[config.mk]
export PLATFORM = sky130hd
export DESIGN_NAME = score_sequencer
export DESIGN_NICKNAME = d
export VERILOG_FILES = /design/src/rtl/score_sequencer.sv
export SDC_FILE = /design/constraint.sdc
export NUM_CORES = 1
export LEC_CHECK = 0
export CAP_MARGIN = 0
export CORE_MARGIN = 2
export CORE_UTILIZATION = 60
export CTS_CLUSTER_DIAMETER = 100
export DETAILED_ROUTE_END_ITERATION = 16
export DONT_BUFFER_PORTS = 1
export GPL_TIMING_DRIVEN = 1
export HOLD_SLACK_MARGIN = 0.03
export PLACE_DENSITY = 0.87
export SETUP_SLACK_MARGIN = 0.3
export SLEW_MARGIN = 30
export SYNTH_ARGS = -nofsm -noshare
export SYNTH_HDL_FRONTEND = slang
export SYNTH_SLANG_ARGS = --single-unit
[constraint.sdc]
create_clock -name clk -period 7.95 [get_ports clk]
set_clock_uncertainty 0.1 [all_clocks]
set_input_delay 1.59 -clock clk [delete_from_list [all_inputs] [get_ports clk]]
set_output_delay 1.59 -clock clk [all_outputs]
set_load 0.05 [all_outputs]
[src/rtl/score_sequencer.sv]
// rtl/score_sequencer.sv - point sequencer: accepts brick hits, meters them out at up to 3 per cycle until the win score
module score_sequencer #(
    parameter int WIN_SCORE = 24,
    parameter int PEND_MAX  = 31
) (
    input  logic       clk,
    input  logic       reset,
    input  logic       start,
    input  logic       pause,
    input  logic [7:0] hit,
    output logic [1:0] total_score,
    output logic [4:0] pending,
    output logic [6:0] issued,
    output logic       overflow,
    output logic       win,
    output logic [1:0] state
);

    typedef enum logic [1:0] {
        IDLE = 2'b00,
        RUN  = 2'b01,
        DONE = 2'b10
    } state_t;

    state_t     cur;
    logic [3:0] hit_count;
    logic [6:0] remaining;
    logic [1:0] grant;
    logic [5:0] pend_sum;
    logic       pend_sat;
    logic [6:0] issued_next;
    logic       reach_win;

    assign state = cur;

    always_comb begin
        hit_count = 4'd0;
        for (int i = 0; i < 8; i++) begin
            hit_count = hit_count + 4'(hit[i]);
        end
    end

    // Grant is limited by what is queued, the per-cycle cap of 3, and the
    // points still needed to win, so issued can never overshoot WIN_SCORE.
    always_comb begin
        remaining = 7'(WIN_SCORE) - issued;
        grant     = 2'd0;
        if (cur == RUN && !pause) begin
            grant = 2'd3;
            if (pending < 5'd3) begin
                grant = pending[1:0];
            end
            if (remaining < 7'(grant)) begin
                grant = remaining[1:0];
            end
        end
    end

    always_comb begin
        pend_sum    = 6'(pending) - 6'(grant) + 6'(hit_count);
        pend_sat    = pend_sum > 6'(PEND_MAX);
        issued_next = issued + 7'(grant);
        reach_win   = issued_next == 7'(WIN_SCORE);
    end

    always_ff @(posedge clk) begin
        if (reset) begin
            cur         <= IDLE;
            total_score <= 2'd0;
            pending     <= 5'd0;
            issued      <= 7'd0;
            overflow    <= 1'b0;
            win         <= 1'b0;
        end else begin
            case (cur)
                IDLE: begin
                    total_score <= 2'd0;
                    if (start) begin
                        cur <= RUN;
                    end
                end
                RUN: begin
                    total_score <= grant;
                    issued      <= issued_next;
                    if (pend_sat) begin
                        pending  <= 5'(PEND_MAX);
                        overflow <= 1'b1;
                    end else begin
                        pending <= pend_sum[4:0];
                    end
                    if (reach_win) begin
                        cur <= DONE;
                        win <= 1'b1;
                    end
                end
                DONE: begin
                    total_score <= 2'd0;
                    win         <= 1'b1;
                end
                default: begin
                    cur         <= IDLE;
                    total_score <= 2'd0;
                    win         <= 1'b0;
                end
            endcase
        end
    end

endmodule

After elaboration in Yosys (flattened, before gate mapping)
Cells that the tools add are included.
Widths: inputs -> output; s select.

word-level totals
  bits in registers = 18
  input bits = 12
  output and inout bits = 18
  word-level logic and storage cells = 45

cells by class
  add/sub/neg operators = 11
  order comparisons = 3
  equality and inequality tests = 5
  mux-type cells = 10
  bitwise logic cells = 3
  reductions and logical operators = 7

operators with widths
  operator             number
  $add 4x1->4          4
  $mux 2               6
  $add 7x2->7          1
  $eq 7x5->1 const B   1
  $lt 7x2->1           1
  $sub 5x7->7 const A  1
  $add 6x4->6          1
  $gt 6x5->1 const B   1
  $pmux 2 s3           1
  $sub 5x2->6          1
  $lt 5x2->1 const B   1
  $mux 5               1
  $add 3x1->4          1
  $ne 2x2->1 const B   2
  $reduce_and 2->1     2
  $add 2x1->3          1
  $not 1->1            3
  $pmux 1 s3           1
  $reduce_and 3->1     1
  $add 1x1->2          1
  $eq 2x1->1 const B   1
  $eq 2x2->1 const B   1
  $logic_not 2->1      1
  $reduce_or 2->1      1
  3 further kinds      3

Logic depth before layout (Yosys ltp)
  depth after elaboration = 10
  depth in mapped cells = 20
  mapped depth without buffers = 20

Worst setup path after synthesis
No wires, ideal clock.

  path kind = register to register
  from = register pending[3]
  to = register pending[4]
  library setup time = 95 ps
  arrival = 5132 ps
  data required time = 7755 ps
  slack = 2623 ps
  cell stages (with the launch flop) = 20
  buffers on the path = 0
  period minus slack after synthesis = 5327 ps
  path through = dfxtp_1 -> inv_1 -> ha_1 -> nor3b_1 -> ha_1 -> or4b_4 -> o31ai_1 -> o31ai_1 -> nor2_1 -> ha_1 -> fa_1 -> fa_1 -> inv_1 -> fa_1 -> fa_1 -> a21o_1 -> a21oi_1 -> xnor2_1 -> nor2_1 -> a221oi_1

on the way
  cells in the longest elaborated chain, start to end = 10

ends and longest elaborated chain
  what                    RTL line  RTL
  start, declared         12        output logic [4:0] pending,
  start signal, assigned  86        pending <= 5'(PEND_MAX);
  start signal, assigned  89        pending <= pend_sum[4:0];
  $lt 5x2->1 *            50        if (pending < 5'd3) begin
  $mux 2 *                50
  $mux 2 *                48        if (cur == RUN && !pause) begin
  $lt 7x2->1              53        if (remaining < 7'(grant)) begin
  $mux 2 *                53
  $mux 2 *                48
  via grant[0]            28        logic [1:0] grant;
  $sub 5x2->6 *           60        pend_sum = 6'(pending) - 6'(grant) + 6'(hit_count);
  $add 6x4->6 *           60
  $gt 6x5->1              61        pend_sat = pend_sum > 6'(PEND_MAX);
  $mux 5 *                85        if (pend_sat) begin

Mark *: on every way through the listed nets, which the timed path passes. The rest lies on a longest branch. The select of a mux whose other input is x is not followed.
A chain may end at the register's enable or synchronous reset.

Worst setup path after layout
Ends and elaborated chain as after synthesis.

==> results.md <==
* Hold Fails Final Rpt at 0
* RSZ-0062 raised after global routing: false
* Post-DP Area at 1470 sq um
* Row count at 17
* Top FF cell, synth: dfxtp_1
* Hold_buf cts at 0
* DRC viols at 0
* Die Y at 53.1 um
* Port bufs at 0
* Delay-heaviest family, CP: adder cells
* Gr usage total at 0.235
* Start point of the worst hold path: overflow
* DR pass1 iterations at 4
* Worst Hold End: overflow
* Static Leakage at roughly 0.64 nW
* R2R Path End: pending[4]
* Maximum root-to-sink buffer count at 2
* Cell mode on critical path: fa_1
* Finished Cell Area at between 1500 and 2000 sq um
* Number of global-route vias before repair at 1130
* Synthesized area per cell at between 9 and 10 sq um
* R2R setup slack at 2210 ps
* Simple-gate share of the synthesized area at 0.144
* Asr flop ratio synth at 0
* Area Overhead vs Synth at 3.80%
* Netlist cell types at 37
* Clock Tree Root: clkbuf_4
* Launching point of the worst reg2reg path: pending[3]
* CTS Sinks at 18
* Max_cap viols at 0
* Initial antenna violation count at 0
* Internal power at 343 uW
* Crit Path Class: register to register
* Pwr/cell area at 473 nW/um^2
* Tcrit/Tclk final at 0.722
* Commonest cells post-synth: inv_1, ha_1, dfxtp_1
* Mux share of post-synthesis cell area at 0.0345
* Worst Setup Start Kind: register
* Final std cells w/o fill at 187
* Final setup violation count at 0
* Top cell type's share of synthesized area at 0.249
* Post-Syn Area at 1450 sq um
* Power Total at 712 uW
* Routability cong. at 0.819
* Maximum achievable frequency at 0.174 GHz
* Full die area at 2820 sq um
* DR vias at 1155
* # Post-CTS Setup Buffers at 0
* Dominant cells by area after synthesis: dfxtp_1, ha_1, fa_1
* Drt wl/cell at 15.9 um
* Post-synth top area cell: dfxtp_1
* Core Area at 2250 sq um
* Combinational fraction of design power at 0.664
* H-tree levels at 1
* Min Tclk post-route at 5740 ps
* Via/cell ratio at 6.18
* Reg2Reg Depth at 19
* Final slew viol count at 0
* TNS Setup at 0 ps
* Crit-path slowest cell: dfxtp_1
* Sequential power share at 0.254
* Crit path buffers/inverters at 2
* Resized Gates After CTS at 0
* Clk Latency, worst-skew pair at 310 ps
* Largest net degree at the start of global routing at 20
* Complex-gate fraction of the synthesized area at 0.173
* Synth Instances at 159
* Data arrival, critical path at 5860 ps
* Worst setup EP type: register
* Min Hold Slack at 632 ps
* Total Nets Final at 200
* Final ANT Viol Nets at 0
* Share of cells above drive strength 1 at 0.0503
* TritonCTS clock tree: yes
* Number of I/O pins at 30
* Most common cell in the netlist: inv_1
* Net count after synthesis at 199
* Post-synthesis xor/xnor area fraction at 0.0484
* Initial Util at 0.643
* CP max stage delay at approximately 670 ps
* YS warnings at 0
* Routed WL at 2.97 mm
* Placed Cells at ~180
* Number of enable flip-flop cells after synthesis at 0
* Post-synthesis sequential area ratio at 0.249
* Clk pin slew, worst setup/hold paths at 120 ps
* Crit-path cells: inv_1 -> ha_1 -> nor3b_1 -> ha_1 -> or4b_4 -> o31ai_1 -> o31ai_1 -> nor2_1 -> ha_1 -> fa_1 -> fa_1 -> inv_1 -> fa_1 -> fa_1 -> a21o_1 -> a21oi_1 -> xnor2_1 -> nor2_1 -> a221oi_1
* DR iter-0 viols at 20
* Status: finished, final reports clean
* Clock power frac at 0.082
* Net Sw Power at 368 uW
* Sw Ratio at 0.518
* CTS buffer count at 3
* Maximum fanout along the worst path at 4
* Actual slew at the worst max-slew pin at 757 ps
* Largest family of logic cells by synthesized area: adder cells
* VDD IR-drop max at roughly 0.47 mV
* Die X at 53.1 um
* Hold Crit Depth at 2
* Post-synthesis adder-cell area fraction at 0.278
* CP Data Required Time at 8070 ps
* First-pass GRT wire length at 4.68 mm
* DP Wirelength at 2.36 mm
* Antenna cells at 0
* Gr ovfl total at 0
* Max transition margin at 0.495
* Worst Hold Class: register to register
* #FFs+latches synth at 18
==> state kept, by name, summed over array words and instances (netlist names) <==
name,cells
issued,7
overflow,1
state,2
total_score,2
win,1
pending,5
==> area by class of cell <==
cell class              count  area [sq um]
well taps                  28          35.0
multi-input cells         113           982
clock buffers               4          36.3
flip-flops and latches     18           360
fillers                   209           751
inverters                  24          90.1
==> cells in the final DEF (no fill, tap or decap), types with 2 or more instances in the layout <==
cell / synthesis / final
a21o_1: 2 / 2
o31ai_1: 4 / 4
nand2b_1: 2 / 2
nand2_1: 5 / 5
xnor2_1: 5 / 5
nor2_1: 14 / 14
fa_1: 7 / 7
inv_1: 23 / 23
o211ai_1: 2 / 2
a221oi_1: 5 / 5
xor2_1: 3 / 3
nor3_1: 4 / 4
clkbuf_4: 0 / 3
or3_1: 3 / 3
a21oi_1: 8 / 8
mux2i_1: 5 / 5
o21ai_0: 5 / 5
nor3b_1: 3 / 3
ha_1: 21 / 21
nand4b_1: 2 / 2
dfxtp_1: 18 / 18
==> routing by layer <==
layer / GRT usage / part of all wire / vias up
li1: - / - / 553
met1: 0.253 / 0.38 / 538
met2: 0.415 / 0.52 / 54
met3: 0.0424 / 0.059 / 10
met4: 0.154 / 0.036 / 0
met5: 0 / 0 / -
==> power groups by stage <==
stage,registers (mW),clock network (mW),logic (mW)
6_report,0.181,0.0585,0.472
5_1_grt,0.183,0.0618,0.530
4_1_cts,0.181,0.0579,0.474
3_5_place_dp,0.184,0,0.470
3_3_place_gp,0.182,0,0.431
2_1_floorplan,0.178,0,0.378
==> worst max path at each step <==
| stage | cells after the start | endpoint | start | slack (ps) |
|---|---|---|---|---|
| after floorplan | 19 | pending[4] | pending[3] | 2620 |
| after global placement | 19 | pending[4] | pending[3] | 2380 |
| after detailed placement | 19 | pending[4] | pending[3] | 2240 |
| after CTS | 19 | pending[4] | pending[3] | 2190 |
| after global routing | 19 | pending[4] | pending[3] | 1910 |
| final | 19 | pending[4] | pending[3] | 2210 |
==> cell families after synthesis <==
group / after synthesis
AND/OR/NAND/NOR: 39
XOR/XNOR: 8
multiplexers: 5
adder cells (fa/ha/maj): 28
AO/OA/AOI/OAI: 33
buffers and inverters: 28
flip-flops: 18
==> per-stage QoR <==
step / worst slack [ps] / utilization
after CTS: 2190 / 0.667
after detailed placement: 2240 / 0.651
after global routing: 1910 / 0.667
final: 2210 / 0.667
after global placement: 2380 / 0.651
after floorplan: 2620 / -
==> tightest hold or removal path, stage by stage (launching register included) <==
cell and delay, ps:
dfxtp_1 490, nand2b_1 150, o31ai_1 60
No activity file was read; power rests on OpenSTA's default activity.
==> RTL change: new RTL, same settings <==
Add an input register stage for `start`, `pause` and `hit`, with the module's reset; this delays them by one clock.
--- a/src/rtl/score_sequencer.sv
+++ b/src/rtl/score_sequencer.sv
@@ -22,6 +22,22 @@
         DONE = 2'b10
     } state_t;
 
+    logic start_q;
+    logic pause_q;
+    logic [7:0] hit_q;
+
+    always_ff @(posedge clk) begin
+        if (reset) begin
+            start_q <= '0;
+            pause_q <= '0;
+            hit_q   <= '0;
+        end else begin
+            start_q <= start;
+            pause_q <= pause;
+            hit_q   <= hit;
+        end
+    end
+
     state_t     cur;
     logic [3:0] hit_count;
     logic [6:0] remaining;
@@ -36,7 +52,7 @@
     always_comb begin
         hit_count = 4'd0;
         for (int i = 0; i < 8; i++) begin
-            hit_count = hit_count + 4'(hit[i]);
+            hit_count = hit_count + 4'(hit_q[i]);
         end
     end
 
@@ -45,7 +61,7 @@
     always_comb begin
         remaining = 7'(WIN_SCORE) - issued;
         grant     = 2'd0;
-        if (cur == RUN && !pause) begin
+        if (cur == RUN && !pause_q) begin
             grant = 2'd3;
             if (pending < 5'd3) begin
                 grant = pending[1:0];
@@ -75,7 +91,7 @@
             case (cur)
                 IDLE: begin
                     total_score <= 2'd0;
-                    if (start) begin
+                    if (start_q) begin
                         cur <= RUN;
                     end
                 end
Formal check against the unedited RTL: not equivalent (a bounded check fails within 4 cycles, from zero or initial values and one cycle with reset high).
==> RTL change against the original RTL <==
Sequential cell count is 10 higher. Total power is 26% lower. Worst hold slack worse by 0.098 ns. Final area is 24% higher. Count of clock-buffer cells in the layout is 1 lower. Synthesized area is 27% higher. Wire length is 4.2% higher. Setup slack better by 0.31 ns. Die area is 25% higher. Critical path type unchanged. Highest routed layer unchanged.
==> RTL change: results (changes against the original RTL) <==
clk buf depth: 2 (unchanged)
share of final-layout standard cells stronger than drive strength 1: 7.22% (+2.2 points)
Die W: 59.5 um (+12%)
via count of the first global-routing pass: 1284 (+14%)
hold path start: start_q
biggest cell delay along the critical path: 0.70 ns (+0.03 ns)
peak supply drop: 0.162 mV (-66%)
number of nets in the final layout: 236 (+18%)
post-placement worst setup slack: 2.54 ns (+0.293 ns)
pin count of the biggest net entering global routing: 28 (+40%)
number of clock buffers inserted by TritonCTS: 3 (unchanged)
leakage: 0.000736 uW (+14%)
clk slew on worst S/H paths: 0.15 ns (+0.03 ns)
transition time at the pin with the least slew margin: 0.868 ns (+0.111 ns)
# port buffers: 0 (unchanged)
ratio of final minimum period to clock period: 68.4% (-3.8 points)
highest-delay cell along the critical path: sky130_fd_sc_hd__dfxtp_1
WHS Path Cells: 3 (+1)
number of cells on the worst reg-to-reg path: 18 (-1)
fraction of registers with async set or reset after synthesis: 0% (unchanged)
Cell Count Post-Placement: 224 (+22%)
number of vias per cell: 5.68 (-8.0%)
Clock Latency Late Sink: 0.33 ns (+0.02 ns)
sequential share of power: 39.8% (+14 points)
Switching Power: 240 uW (-35%)
final weighted congestion of routability-driven global placement: 0.809 (-1.3%)
area after detailed placement: 0.00185 mm^2 (+26%)
Comb power frac: 49.0% (-17 points)
number of distinct library cells after synthesis: 43 (+16%)
leading post-synthesis cells by cell area: sky130_fd_sc_hd__dfxtp_1 30%, sky130_fd_sc_hd__ha_1 14%, sky130_fd_sc_hd__fa_1 7.6%
register ranked first by flip-flop count: hit_q
sequential share of the synthesized area: 30.4% (+5.5 points)
most frequent cells after synthesis: 28 x sky130_fd_sc_hd__dfxtp_1, 27 x sky130_fd_sc_hd__inv_1, 21 x sky130_fd_sc_hd__ha_1
Switching Share: 45.6% (-6.1 points)
status: finished clean
post-detailed-placement half-perimeter wirelength: 2470 um (+4.5%)
overall track demand over capacity in global routing: 20.3% (-3.2 points)
global-route wire length before repair: 5440 um (+16%)
number of warnings printed during yosys synthesis: 0 (unchanged)
hold endpoint: state[1]
final standard cell count with taps included and fillers excluded: 227 (+21%)
number of DRC markers in iteration 0: 47 (+140%)
cell count after synthesis: 199 (+25%)
total routed wirelength: 3090 um (+4.2%)
Largest regs: hit_q (8), issued (7), pending (5)
peak fanout along the critical path: 3 (-1)
arrival time of the worst setup path: 5.58 ns (-0.28 ns)
Post-Route Hold Slack: 0.534 ns (-0.0978 ns)
Worst Setup Path Type: register to register
==> RTL change: changes by cell type after synthesis, moves of 3 or more <==
cell,change
sky130_fd_sc_hd__nor2b_1,+11
sky130_fd_sc_hd__dfxtp_1,+10
sky130_fd_sc_hd__a221oi_1,-5
sky130_fd_sc_hd__nand3_1,+5
sky130_fd_sc_hd__a311oi_1,+4
sky130_fd_sc_hd__inv_1,+4
sky130_fd_sc_hd__nand2_1,+4
sky130_fd_sc_hd__o31ai_1,-4
sky130_fd_sc_hd__clkbuf_1,+3
sky130_fd_sc_hd__nor2_1,+3
sky130_fd_sc_hd__o21ai_0,-3
==> RTL change: worst min-delay path, stage by stage, from the launching register on <==
cell and delay (ns):
sky130_fd_sc_hd__dfxtp_1 0.33, sky130_fd_sc_hd__inv_1 0.06, sky130_fd_sc_hd__a211oi_1 0.08, sky130_fd_sc_hd__nor3_1 0.12
==> RTL change: area by class of cell <==
cell class	instances	area (um^2)
flip-flops and latches	28	561
inverters	28	105
multi-input cells	135	1140
well taps	33	41.3
clock buffers	3	22.5
fillers	248	1110
==> RTL change: layer usage <==
| metal | share of wire (%) | GRT usage (%) |
|---|---|---|
| met1 | 45 | 26.0 |
| met2 | 49 | 34.2 |
| met3 | 5.1 | 4.80 |
| met4 | 0.78 | 5.19 |
| met5 | 0 | 0 |
==> RTL change: kinds of logic after synthesis <==
| kind of cell | Yosys count | synth area share (%) |
|---|---|---|
| AO/OA/AOI/OAI | 31 | 14.2 |
| buffers and inverters | 36 | 7.99 |
| XOR/XNOR | 10 | 4.74 |
| AND/OR/NAND/NOR | 61 | 17.8 |
| adder cells (fa/ha/maj) | 28 | 21.8 |
| flip-flops | 28 | 30.4 |
| multiplexers | 5 | 3.05 |
